## src/rtl/spi_pkg.sv

```systemverilog
// Shared definitions for the SPI slave datapath: frame FSM states, instruction
// codes, bus widths and a small address helper.
package spi_pkg;

    localparam int unsigned ADDR_W = 16;
    localparam int unsigned DATA_W = 8;

    // Instruction codes carried in the third frame byte
    localparam logic [DATA_W-1:0] INSTR_WRITE  = 8'h01;
    localparam logic [DATA_W-1:0] INSTR_READ   = 8'h03;
    localparam logic [DATA_W-1:0] INSTR_STATUS = 8'h05;
    localparam logic [DATA_W-1:0] INSTR_WR_EN  = 8'h07;
    localparam logic [DATA_W-1:0] INSTR_WR_DIS = 8'h09;

    // Frame sequencing states of the read path
    typedef enum logic [2:0] {
        ST_IDLE     = 3'd0,
        ST_ADDR_MSB = 3'd1,
        ST_ADDR_LSB = 3'd2,
        ST_INSTR    = 3'd3,
        ST_FETCH    = 3'd4,
        ST_WAIT_RD  = 3'd5,
        ST_WAIT_TX  = 3'd6,
        ST_DRAIN    = 3'd7
    } state_t;

    // Next sequential address; 16'hFFFF wraps to 16'h0000 by width truncation
    function automatic logic [ADDR_W-1:0] addr_next(input logic [ADDR_W-1:0] addr);
        return ADDR_W'(addr + ADDR_W'(1));
    endfunction

endpackage

```

## src/rtl/spi_rd_latency_cnt.sv

```systemverilog
// Memory read latency down-counter shared by memory-fetch paths.
// Ports:
//   clk, reset : clock, synchronous active-high reset
//   start      : arm the counter; done_c rises LATENCY cycles later
//   clear      : abandon a pending count (start wins if both are high)
//   done_c     : combinational, high in the cycle read data is valid
module spi_rd_latency_cnt #(
    parameter int unsigned LATENCY = 1
) (
    input  logic clk,
    input  logic reset,
    input  logic start,
    input  logic clear,
    output logic done_c
);

    localparam int unsigned CNT_W = (LATENCY > 1) ? $clog2(LATENCY) : 1;

    logic [CNT_W-1:0] count;
    logic             active;

    // Start loads LATENCY-1 so done_c is high in the LATENCY-th cycle after start
    always_ff @(posedge clk) begin
        if (reset) begin
            count  <= '0;
            active <= 1'b0;
        end else if (start) begin
            count  <= CNT_W'(LATENCY - 1);
            active <= 1'b1;
        end else if (clear) begin
            active <= 1'b0;
        end else if (active) begin
            if (count == '0) begin
                active <= 1'b0;
            end else begin
                count <= count - CNT_W'(1);
            end
        end
    end

    assign done_c = active && (count == '0);

endmodule

```

## src/rtl/spi_readback_tx.sv

```systemverilog
// SPI read path: decodes {addr MSB, addr LSB, instr, data} frames, fetches the
// addressed memory byte on a read instruction and hands it to the MISO shifter
// for the fourth byte slot.
// Optional feature: define SPI_READBACK_BURST_EN to stream consecutive bytes
// (address auto-increment, wrapping at 16'hFFFF) while cs stays low.
// Ports:
//   clk, reset  : clock, synchronous active-high reset
//   cs          : chip select, active low
//   data_valid  : 1-cycle pulse, rx_byte holds a complete byte
//   rx_byte     : received byte
//   mem_rdata   : memory read data
//   mem_addr    : read address {MSB, LSB}
//   mem_rd_en   : 1-cycle memory read strobe
//   tx_byte     : byte presented to the MISO shifter
//   tx_load     : 1-cycle pulse, shifter loads tx_byte
//   busy        : frame in progress
//   overrun     : sticky, a byte arrived before read data was loaded
module spi_readback_tx
    import spi_pkg::*;
#(
    parameter logic [DATA_W-1:0] READ_INSTR  = INSTR_READ,
    parameter int unsigned       MEM_LATENCY = 1,
    parameter logic [DATA_W-1:0] IDLE_FILL   = 8'h00
) (
    input  logic              clk,
    input  logic              reset,
    input  logic              cs,
    input  logic              data_valid,
    input  logic [DATA_W-1:0] rx_byte,
    input  logic [DATA_W-1:0] mem_rdata,
    output logic [ADDR_W-1:0] mem_addr,
    output logic              mem_rd_en,
    output logic [DATA_W-1:0] tx_byte,
    output logic              tx_load,
    output logic              busy,
    output logic              overrun
);

    state_t            state, state_nxt;
    logic [DATA_W-1:0] addr_msb, addr_msb_nxt;
    logic [ADDR_W-1:0] mem_addr_nxt;
    logic              mem_rd_en_nxt;
    logic [DATA_W-1:0] tx_byte_nxt;
    logic              tx_load_nxt;
    logic              busy_nxt;
    logic              overrun_nxt;
    logic              cnt_start_c;
    logic              cnt_clear_c;
    logic              cnt_done_c;

    spi_rd_latency_cnt #(
        .LATENCY (MEM_LATENCY)
    ) u_lat_cnt (
        .clk    (clk),
        .reset  (reset),
        .start  (cnt_start_c),
        .clear  (cnt_clear_c),
        .done_c (cnt_done_c)
    );

    // State and registered outputs
    always_ff @(posedge clk) begin
        if (reset) begin
            state     <= ST_IDLE;
            addr_msb  <= '0;
            mem_addr  <= '0;
            mem_rd_en <= 1'b0;
            tx_byte   <= IDLE_FILL;
            tx_load   <= 1'b0;
            busy      <= 1'b0;
            overrun   <= 1'b0;
        end else begin
            state     <= state_nxt;
            addr_msb  <= addr_msb_nxt;
            mem_addr  <= mem_addr_nxt;
            mem_rd_en <= mem_rd_en_nxt;
            tx_byte   <= tx_byte_nxt;
            tx_load   <= tx_load_nxt;
            busy      <= busy_nxt;
            overrun   <= overrun_nxt;
        end
    end

    // Next state and next output values
    always_comb begin
        state_nxt     = state;
        addr_msb_nxt  = addr_msb;
        mem_addr_nxt  = mem_addr;
        mem_rd_en_nxt = 1'b0;
        tx_byte_nxt   = tx_byte;
        tx_load_nxt   = 1'b0;
        busy_nxt      = busy;
        overrun_nxt   = overrun;
        cnt_start_c   = 1'b0;
        cnt_clear_c   = 1'b0;

        if (cs) begin
            // Deselect aborts everything, including an in-flight fetch;
            // a data_valid in the same cycle is dropped.
            state_nxt   = ST_IDLE;
            busy_nxt    = 1'b0;
            tx_byte_nxt = IDLE_FILL;
            cnt_clear_c = 1'b1;
        end else begin
            case (state)
                ST_IDLE: begin
                    state_nxt   = ST_ADDR_MSB;
                    busy_nxt    = 1'b1;
                    overrun_nxt = 1'b0;
                end
                ST_ADDR_MSB: begin
                    if (data_valid) begin
                        addr_msb_nxt = rx_byte;
                        state_nxt    = ST_ADDR_LSB;
                    end
                end
                ST_ADDR_LSB: begin
                    if (data_valid) begin
                        mem_addr_nxt = {addr_msb, rx_byte};
                        state_nxt    = ST_INSTR;
                    end
                end
                ST_INSTR: begin
                    if (data_valid) begin
                        if (rx_byte == READ_INSTR) begin
                            state_nxt     = ST_FETCH;
                            mem_rd_en_nxt = 1'b1;
                        end else begin
                            state_nxt = ST_DRAIN;
                        end
                    end
                end
                ST_FETCH: begin
                    cnt_start_c = 1'b1;
                    state_nxt   = ST_WAIT_RD;
                    if (data_valid) begin
                        overrun_nxt = 1'b1;
                    end
                end
                ST_WAIT_RD: begin
                    if (data_valid) begin
                        overrun_nxt = 1'b1;
                    end
                    // An overrun still delivers the byte but ends the data phase
                    if (cnt_done_c) begin
                        tx_byte_nxt = mem_rdata;
                        tx_load_nxt = 1'b1;
                        state_nxt   = (overrun || data_valid) ? ST_DRAIN : ST_WAIT_TX;
                    end
                end
                ST_WAIT_TX: begin
                    if (data_valid) begin
`ifdef SPI_READBACK_BURST_EN
                        state_nxt     = ST_FETCH;
                        mem_rd_en_nxt = 1'b1;
                        mem_addr_nxt  = addr_next(mem_addr);
`else
                        state_nxt = ST_DRAIN;
`endif
                    end
                end
                ST_DRAIN: begin
                    state_nxt = ST_DRAIN;
                end
                default: begin
                    state_nxt = ST_IDLE;
                end
            endcase
        end
    end

endmodule

```

## config.mk

```make
export PLATFORM = sky130hd
export DESIGN_NAME = spi_readback_tx
export DESIGN_NICKNAME = d
export VERILOG_FILES = /design/src/rtl/spi_pkg.sv /design/src/rtl/spi_rd_latency_cnt.sv /design/src/rtl/spi_readback_tx.sv
export SDC_FILE = /design/constraint.sdc
export NUM_CORES = 1
export LEC_CHECK = 0
export CAP_MARGIN = 20
export CORE_UTILIZATION = 50
export CTS_CLUSTER_SIZE = 40
export DETAILED_ROUTE_END_ITERATION = 16
export PLACE_DENSITY = 0.86
export SYNTH_ARGS = -nofsm -noshare
export SYNTH_HDL_FRONTEND = slang
export SYNTH_SLANG_ARGS = --single-unit
```

## constraint.sdc

```tcl
create_clock -name clk -period 2.4 [get_ports clk]
set_clock_uncertainty 0.05 [all_clocks]
set_input_delay 0.24 -clock clk [delete_from_list [all_inputs] [get_ports clk]]
set_output_delay 0.24 -clock clk [all_outputs]
set_load 0.01 [all_outputs]
```

==> results.md, run 1 <==
- The flow ran to the end, and the final reports show no timing, DRC or antenna violations.
- The final design utilization is 70.6%.
- The post-CTS setup repair buffer count is 0.
- The async set-or-reset flop fraction in the synthesized netlist is 0%.
- The amount of wire on met3 after detailed routing is 182 um.
- The wire length per cell after detailed routing is 13.5 um.
- In this run the core area contains 20 standard-cell rows.
- The peak ir drop on the vdd network is 0.337 mV.
- Gates resized during post-CTS repair numbered 0.
- The top flip-flop cell by instance count after synthesis is sky130_fd_sc_hd__dfxtp_1.
- Static timing analysis puts the maximum clock frequency at 629 MHz.
- The later pin in the worst-skew pair is clocked with a latency of 0.35 ns.
- In the post-synthesis netlist, the biggest area contributors are sky130_fd_sc_hd__dfxtp_1 49%, sky130_fd_sc_hd__a21oi_1 11%, sky130_fd_sc_hd__nand3_1 7.7%.
- The layout has 259 filler cells.
- In the final layout, the multi-input gates occupy 743 um2.
- The highest fanout seen on the critical path is 4.
- The count of nets after finishing is 252.
- The setup check on the worst reg-to-reg path leaves a slack of 0.86 ns.
- After Yosys synthesis, and, or, nand and nor cells account for 22.8% of the synthesized area.
- Counting instances in the post-synthesis netlist gives the leading cell types as 40 x sky130_fd_sc_hd__dfxtp_1, 35 x sky130_fd_sc_hd__a21oi_1, 25 x sky130_fd_sc_hd__nand3_1, 25 x sky130_fd_sc_hd__o21ai_0, 16 x sky130_fd_sc_hd__nand2_1.
- The root buffer cell chosen for the clock tree is sky130_fd_sc_hd__clkbuf_4.
- For this configuration, the core starts out at a cell density of 52.8%.
- The number of DRC markers in iteration 0 is 84.
- The deepest clock path buffer count is 2.
- The number of remaining DRC errors is 0.
- The number of non-filler instances in the completed layout is 277.
- The standard cell with the maximum stage delay on the critical path is sky130_fd_sc_hd__clkdlybuf4s50_1.
- The library cell with the highest instance count after synthesis is sky130_fd_sc_hd__dfxtp_1.
- Traced cell by cell, the critical path runs through clkdlybuf4s50_1.
- The routed length on met2 is 1.67 mm.
- Setup repair after global routing left no endpoint under its margin.
- The via count of the first global-routing pass is 1344.
- Entering global routing, the biggest net connects 25 pins.
- After detailed routing, the number of vias per cell comes to 5.48.
- Summing the areas of all compound-gate instances in the mapped netlist gives 22.2% of the synthesized area.
- The horizontal extent of the die is 59.0 um.
- The number of levels the H-tree was split into is 2.
- The count of placed standard cells including taps is 269.
- The number of hold violations in the final report is 0.
- By area, the combinational part of the netlist is dominated by simple AND/OR/NAND/NOR gates.
- Headroom to the max-slew limit came out at 65.7%.
- The critical path required time is 2.11 ns.
- Summing every instance area after synthesis gives 1630 um2.
- The synthesized netlist devotes 0% of its cell area to adder and majority cells.
- The number of buffer cells added on primary ports is 47.
- 48 I/O pins were placed.
- The post-synthesis instance total is 191.
- The worst setup path is captured at a primary output.
- Dividing total power by cell area gives a power density of 517 nW/um2.
- In the global route stage, overall resource usage came out at 24.2%.
- The clock-pin slew on the worst setup and hold paths is 0.11 ns.
- After synthesis, the mean cell area works out to 8.52 um2.
- The final critical path takes up 66.2% of the cycle.
- The total length of routed wires is 3.74 mm.
- The first global-routing pass estimated 6.33 mm of wire.
- The critical path class is flop to primary output.
- The number of max-capacitance violations reported is 0.
- The path type of the worst min-delay path is primary input to flop.
- In this run the cell area measured after placement is 2110 um2.
- The number of vias in the routed layout is 1519.
- The total grt overflow is 0.
- The area added between synthesis and finish is 33.6%.
- The overall power is 1.12 mW.
- The residual antenna-violating net count after detailed routing is 0.
- Data on the critical path arrives at its endpoint at 1.30 ns.
- TritonCTS built the clock tree.
- The global placement routability congestion is 0.852.
- After routing the design area is 2170 um2.
- The share of the synthesized area in the top cell type is 49.2%.
- Summed over all cells, the static leakage comes to 0.698 nW.
- The initial antenna violation count was 0.
- The antenna diode count is 0.
- The cell type group with the largest total delay on the critical path is buffers and inverters.
- The wire length the detailed router placed on met1 is 1.81 mm.
- The sequential cells in the finished layout cover a total of 801 um2.
- The core region is 3080 um2.
- The clock period minus worst slack is 1.59 ns.
- Detailed placement finished with a half-perimeter wire length of 2.56 mm.
- The floorplan step defined a die boundary enclosing 3490 um2.
- From bottom edge to top edge, the die measures 59.0 um.
- The fraction of layout cells with a size suffix above 1 is 8.15%.
- Counting flops with a built-in enable in the synthesized netlist gives 0.
- The topmost layer with routed signal wires is met4.
- The number of clock sinks seen by CTS is 40.
- In this run, post-CTS hold repair placed 0 buffers.
- The worst setup path is launched from a flop.
- The final total negative setup slack is 0 ns.
- Summing the areas of all xor and xnor instances in the mapped netlist gives 0% of the synthesized area.
- The number of synthesized register bits is 40.
- The worst-margin pin slew is 0.514 ns.
- The dominant cell type by area after synthesis is sky130_fd_sc_hd__dfxtp_1.
- Synthesis produced a netlist with a net count of 211.
- The number of distinct standard cells referenced by the synthesized netlist is 35.
- The total buffers and inverters traversed by the critical path is 1.
- The share of cell area taken by muxes after synthesis is 0.692%.
- The final number of max-transition violations is 0.
- The delay contributed by the slowest stage of the critical path is 0.56 ns.
- The number of synthesis warnings is 0.
- Setup violations remaining at the end of the flow were counted as 0.
- Buffers inserted during clock tree synthesis total 5.
- The detailed-router iteration count before antenna repair is 4.
- The fraction of the yosys area taken by sequential cells is 49.2%.
## flip-flops by register name, summed over array words and instances, names as in the netlist
name              count
tx_load               1
busy                  1
addr_msb              8
tx_byte               8
mem_addr             16
mem_rd_en             1
state                 3
u_lat_cnt.active      1
overrun               1
## through the flow
step                setup slack [ns]  hold WS [ns]
floorplan                       1.04         0.326
global placement               0.511         0.392
detailed placement             0.466         0.397
CTS                            0.803         0.369
global route                   0.729         0.398
finish                         0.811         0.379
## logic make-up (layout without fill, tap and decap cells)
logic type | after synthesis | after routing
AND/OR/NAND/NOR | 62 | 62
buffers and inverters | 20 | 62
multiplexers | 1 | 1
flip-flops | 40 | 40
AO/OA/AOI/OAI | 68 | 68
## power breakdown
part	switching (mW)	internal, mW	total, mW
sequential	0.00708	0.669	0.676
clock	0.208	0.145	0.353
combinational	0.0499	0.0453	0.0952
## cell type report
cell class	instances	area share, %
Multi-Input combinational cell	131	34.2
Tap cell	44	2.53
Clock buffer	8	2.71
Sequential cell	40	36.8
Timing Repair Buffer	52	23.4
Inverter	2	0.345
## metal layers
layer	vias up	GRT usage (%)
met3	9	5.46
met4	0	10.9
met5	-	0
met2	53	35.2
met1	695	34.2
li1	762	-
## layout by cell type (no fill, tap or decap), drive strengths merged
master | synthesis | final
o21ai | 26 | 26
nand2b | 2 | 2
mux2 | 1 | 1
a211oi | 1 | 1
o211ai | 1 | 1
nand2 | 16 | 16
dfxtp | 40 | 40
o22ai | 1 | 1
o211a | 1 | 1
a2bb2oi | 1 | 1
nand4b | 1 | 1
clkbuf | 10 | 8
nor2b | 1 | 1
nand3b | 1 | 1
nor3 | 2 | 2
or4 | 1 | 1
or3b | 2 | 2
inv | 2 | 2
a21oi | 35 | 35
and4b | 1 | 1
o21a | 1 | 1
nor4b | 1 | 1
o31ai | 1 | 1
nand4bb | 1 | 1
nand3 | 25 | 25
nor3b | 1 | 1
and4bb | 1 | 1
or2 | 1 | 1
nor2 | 4 | 4
clkdlybuf4s50 | 0 | 47
buf | 8 | 5
nor4 | 1 | 1
## final timing paths
kind,from,end,depth (start not counted)
setup / recovery,overrun$_SDFFE_PP0P_,overrun,1
hold / removal,mem_rdata[5],tx_byte[5]$_SDFFE_PP0P_,3
setup reg to reg,state[2]$_SDFFE_PP0P_,tx_byte[6]$_SDFFE_PP0P_,3
hold reg to reg,tx_byte[1]$_SDFFE_PP0P_,tx_byte[1]$_SDFFE_PP0P_,2
No activity file was read; power rests on OpenSTA's default activity.
==> inputs of run 2 (changes only) <==
--- a/config.mk
+++ b/config.mk
@@ -6,10 +6,10 @@
 export NUM_CORES = 1
 export LEC_CHECK = 0
 export CAP_MARGIN = 20
-export CORE_UTILIZATION = 50
+export CORE_UTILIZATION = 42
 export CTS_CLUSTER_SIZE = 40
 export DETAILED_ROUTE_END_ITERATION = 16
-export PLACE_DENSITY = 0.86
+export PLACE_DENSITY = 0.77
 export SYNTH_ARGS = -nofsm -noshare
 export SYNTH_HDL_FRONTEND = slang
 export SYNTH_SLANG_ARGS = --single-unit
==> constraint.sdc (replaced) <==
create_clock -name clk -period 1.35 [get_ports clk]
set_clock_uncertainty 0.05 [all_clocks]
set_input_delay 0.135 -clock clk [delete_from_list [all_inputs] [get_ports clk]]
set_output_delay 0.135 -clock clk [all_outputs]
set_load 0.01 [all_outputs]
==> run 2 against run 1 <==
  * Largest cell class unchanged
  * First-iteration DRC count increased by 49%
  * Clock power increased to 2.9 times the previous value
  * Largest power group unchanged
  * Sequential power increased by 78%
  * Critical path type is now primary input to flop
  * Global-route usage decreased by 3.3 points
  * Sequential cell count unchanged
  * Critical endpoint is now mem_rd_en$_SDFF_PP0_
==> results.md, run 2 (synthesized netlist as in run 1, its figures left out) <==
- The estimated wirelength of the detail-placed design is 2.98 mm (+16%).
- The number of levels the H-tree was split into is 2 (unchanged).
- The kind of end point of the critical path is a flop.
- The number of clock sinks seen by CTS was 40 (unchanged).
- The post-CTS setup repair buffer count is 0 (unchanged).
- The most common cell after layout, fill and taps aside is sky130_fd_sc_hd__dfxtp_1.
- The wire length the detailed router placed on met1 is 1.94 mm (+7.0%).
- The number of DRC markers in iteration 0 is 125 (+49%).
- The critical path class is primary input to flop.
- The number of primary I/O pins is 48 (unchanged).
- The number of vias in the routed layout was 1600 (+5.3%).
- The critical path required time came to 1.51 ns (-0.60 ns).
- The placed instance area is 2300 um2 (+8.6%).
- Counting flops per register, the top entry is mem_addr.
- The number of non-filler instances in the completed layout is 303 (+9.4%).
- The total power divided by cell area is 1010 nW/um2 (+95%).
- The via count of the first global-routing pass was 1441 (+7.2%).
- The total length of routed wires is 4.14 mm (+11%).
- The upper clock frequency limit is 757 MHz.
- STA classifies the critical path startpoint as a primary input.
- The critical path data arrival time was 1.48 ns (+0.18 ns).
- The maximum number of pins on one net before global-route repair is 17 (-32%).
- The final number of max-transition violations is 0 (unchanged).
- The tightest min-delay check is of the primary input to flop type.
- The peak ir drop on the vdd network came to 0.481 mV (+43%).
- The die footprint is 4130 um2 (+18%).
- The clock period minus worst slack is 1.32 ns.
- The CTS tree is done.
- The wire length per cell after detailed routing is 13.7 um (+1.2%).
- The number of max-capacitance violations reported was 0 (unchanged).
- The count of nets after finishing is 274 (+8.7%).
- The run finished with clean final reports.
- The number of buffer cells added on primary ports is 47 (unchanged).
- The final total negative setup slack is 0 ns (unchanged).
- The amount of wire on met3 after detailed routing is 167 um (-8.2%).
- The worst slack on hold paths came to 0.318 ns (-0.0605 ns).
- The number of flip-flops under the largest register name is 16 (unchanged).
- The vertical extent of the die came to 64.2 um (+8.8%).
- The via count normalized by instance count is 5.28 (-3.7%).
- The largest registers in the layout are mem_addr (16), addr_msb (8), tx_byte (8).
- The global routing usage summed across all routing layers came to 20.9% (-3.3 points).
- The floorplan row count is 22 (+10%).
- The post-route clock period utilization is 97.8%.
- The number of clock buffers inserted by TritonCTS was 5 (unchanged).
- The clock network latency to the later pin of the worst-skew pair is 0.30 ns (-0.05 ns).
- Relative to the synthesized area, the layout overhead comes to 48.7%.
- The deepest clock path buffer count is 2 (unchanged).
- The routed length on met2 is 1.97 mm (+18%).
- The worst-margin pin slew is 0.263 ns (-0.251 ns).
- The area of combinational cells with multiple inputs is 749 um2 (+0.84%).
- The initial antenna violation count is 0 (unchanged).
- The register area is 803 um2 (+0.31%).
- The number of hold violations in the final report is 0 (unchanged).
- The count of filler cells inserted in the layout is 333 (+29%).
- The topmost layer with routed signal wires is met4.
- The overall power is 2.44 mW (+120%).
- The highest fanout seen on the critical path is 3 (-1).
- The clock tree root buffer cell is sky130_fd_sc_hd__clkbuf_8.
- The top cell types in the final layout, fill and taps aside, are 38 x sky130_fd_sc_hd__dfxtp_1, 35 x sky130_fd_sc_hd__a21oi_1, 26 x sky130_fd_sc_hd__buf_4, 25 x sky130_fd_sc_hd__nand3_1, 25 x sky130_fd_sc_hd__o21ai_0.
- The core area is 3690 um2 (+20%).
- The leakage power summed over all cells is 1.09 nW (+56%).
- Setup repair after global routing left no endpoint under its margin.
- The post-route cell area is 2420 um2 (+11%).
- The number of remaining DRC errors is 0 (unchanged).
- The initial standard-cell utilization of the core is 44.1% (-8.7 points).
- The total grt overflow is 0 (unchanged).
- The antenna diode count is 0 (unchanged).
- The wire length of the first global-routing pass was 6.62 mm (+4.7%).
- The count of placed standard cells including taps came to 295 (+9.7%).
- The final number of setup-violating endpoints is 0 (unchanged).
- The clock-pin slew on the worst setup and hold paths is 0.09 ns (-0.02 ns).
- The worst slew margin relative to its limit is 82.3% (+17 points).
- The global placement routability congestion is 0.863 (+1.3%).
- The fraction of layout cells with a size suffix above 1 was 18.8% (+11 points).
- The horizontal extent of the die came to 64.2 um (+8.8%).
- The residual antenna-violating net count after detailed routing is 0 (unchanged).
- The detailed-router iteration count before antenna repair is 4 (unchanged).
-- run 2: cell types whose count changed in the layout (fill, tap and decap cells not counted), moves of 5 or more --
cell / change
sky130_fd_sc_hd__buf_4: +21
sky130_fd_sc_hd__dlymetal6s2s_1: +8
sky130_fd_sc_hd__clkbuf_4: -5
sky130_fd_sc_hd__clkbuf_8: +5
sky130_fd_sc_hd__dlygate4sd2_1: +23
sky130_fd_sc_hd__clkdlybuf4s50_1: -31
-- run 2: power by group --
part / switching [mW] / total [mW] / internal, mW
clock network: 0.422 / 1.03 / 0.604
registers: 0.00762 / 1.20 / 1.19
logic: 0.105 / 0.220 / 0.115
total: 0.534 / 2.44 / 1.91
-- run 2: final cells by class --
class,instances,share of cell area [%]
flip-flops and latches,40,33.2
clock inverters,2,1.60
repair buffers,74,28.0
inverters,2,0.310
clock buffers,6,3.41
multi-input cells,131,31.0
well taps,48,2.48
-- run 2: final timing paths --
check | endpoint | slack [ns] | start | cells past startpoint
max | mem_rd_en$_SDFF_PP0_ | 0.03 | rx_byte[5] | 4
min reg2reg | tx_byte[5]$_SDFFE_PP0P_ | 0.40 | tx_byte[5]$_SDFFE_PP0P_ | 2
max reg2reg | state[0]$_SDFFE_PP0P_ | 0.05 | state[1]$_SDFFE_PP0P_ | 3
min | mem_addr[5]$_SDFFE_PP0P_ | 0.32 | rx_byte[5] | 4
-- run 2: metal layers --
layer  vias up  GRT usage (%)
met5         -              0
met4         0           7.50
met3         5           5.54
met2        46           35.4
met1       746           25.5
li1        803              -
-- run 2: critical path: stages --
cell	delay, ns
sky130_fd_sc_hd__dlygate4sd2_1	0.24
sky130_fd_sc_hd__or4_4	0.55
sky130_fd_sc_hd__nor4_4	0.32
sky130_fd_sc_hd__nor4b_4	0.23
-- run 2: timing repair --
action | in CTS | in global routing
setup endpoints to repair | 24 | 23
hold buffers | 0 | 0
pin swaps | 2 | 1
gates resized for setup | 24 | 12
-- run 2: per-stage QoR --
step                setup WS, ns  util (%)
global placement          -0.404      62.3
finish                    0.0291      65.6
global route             0.00152      65.6
detailed placement        -0.422      62.3
floorplan                 0.0112         -
CTS                      0.00166      64.8
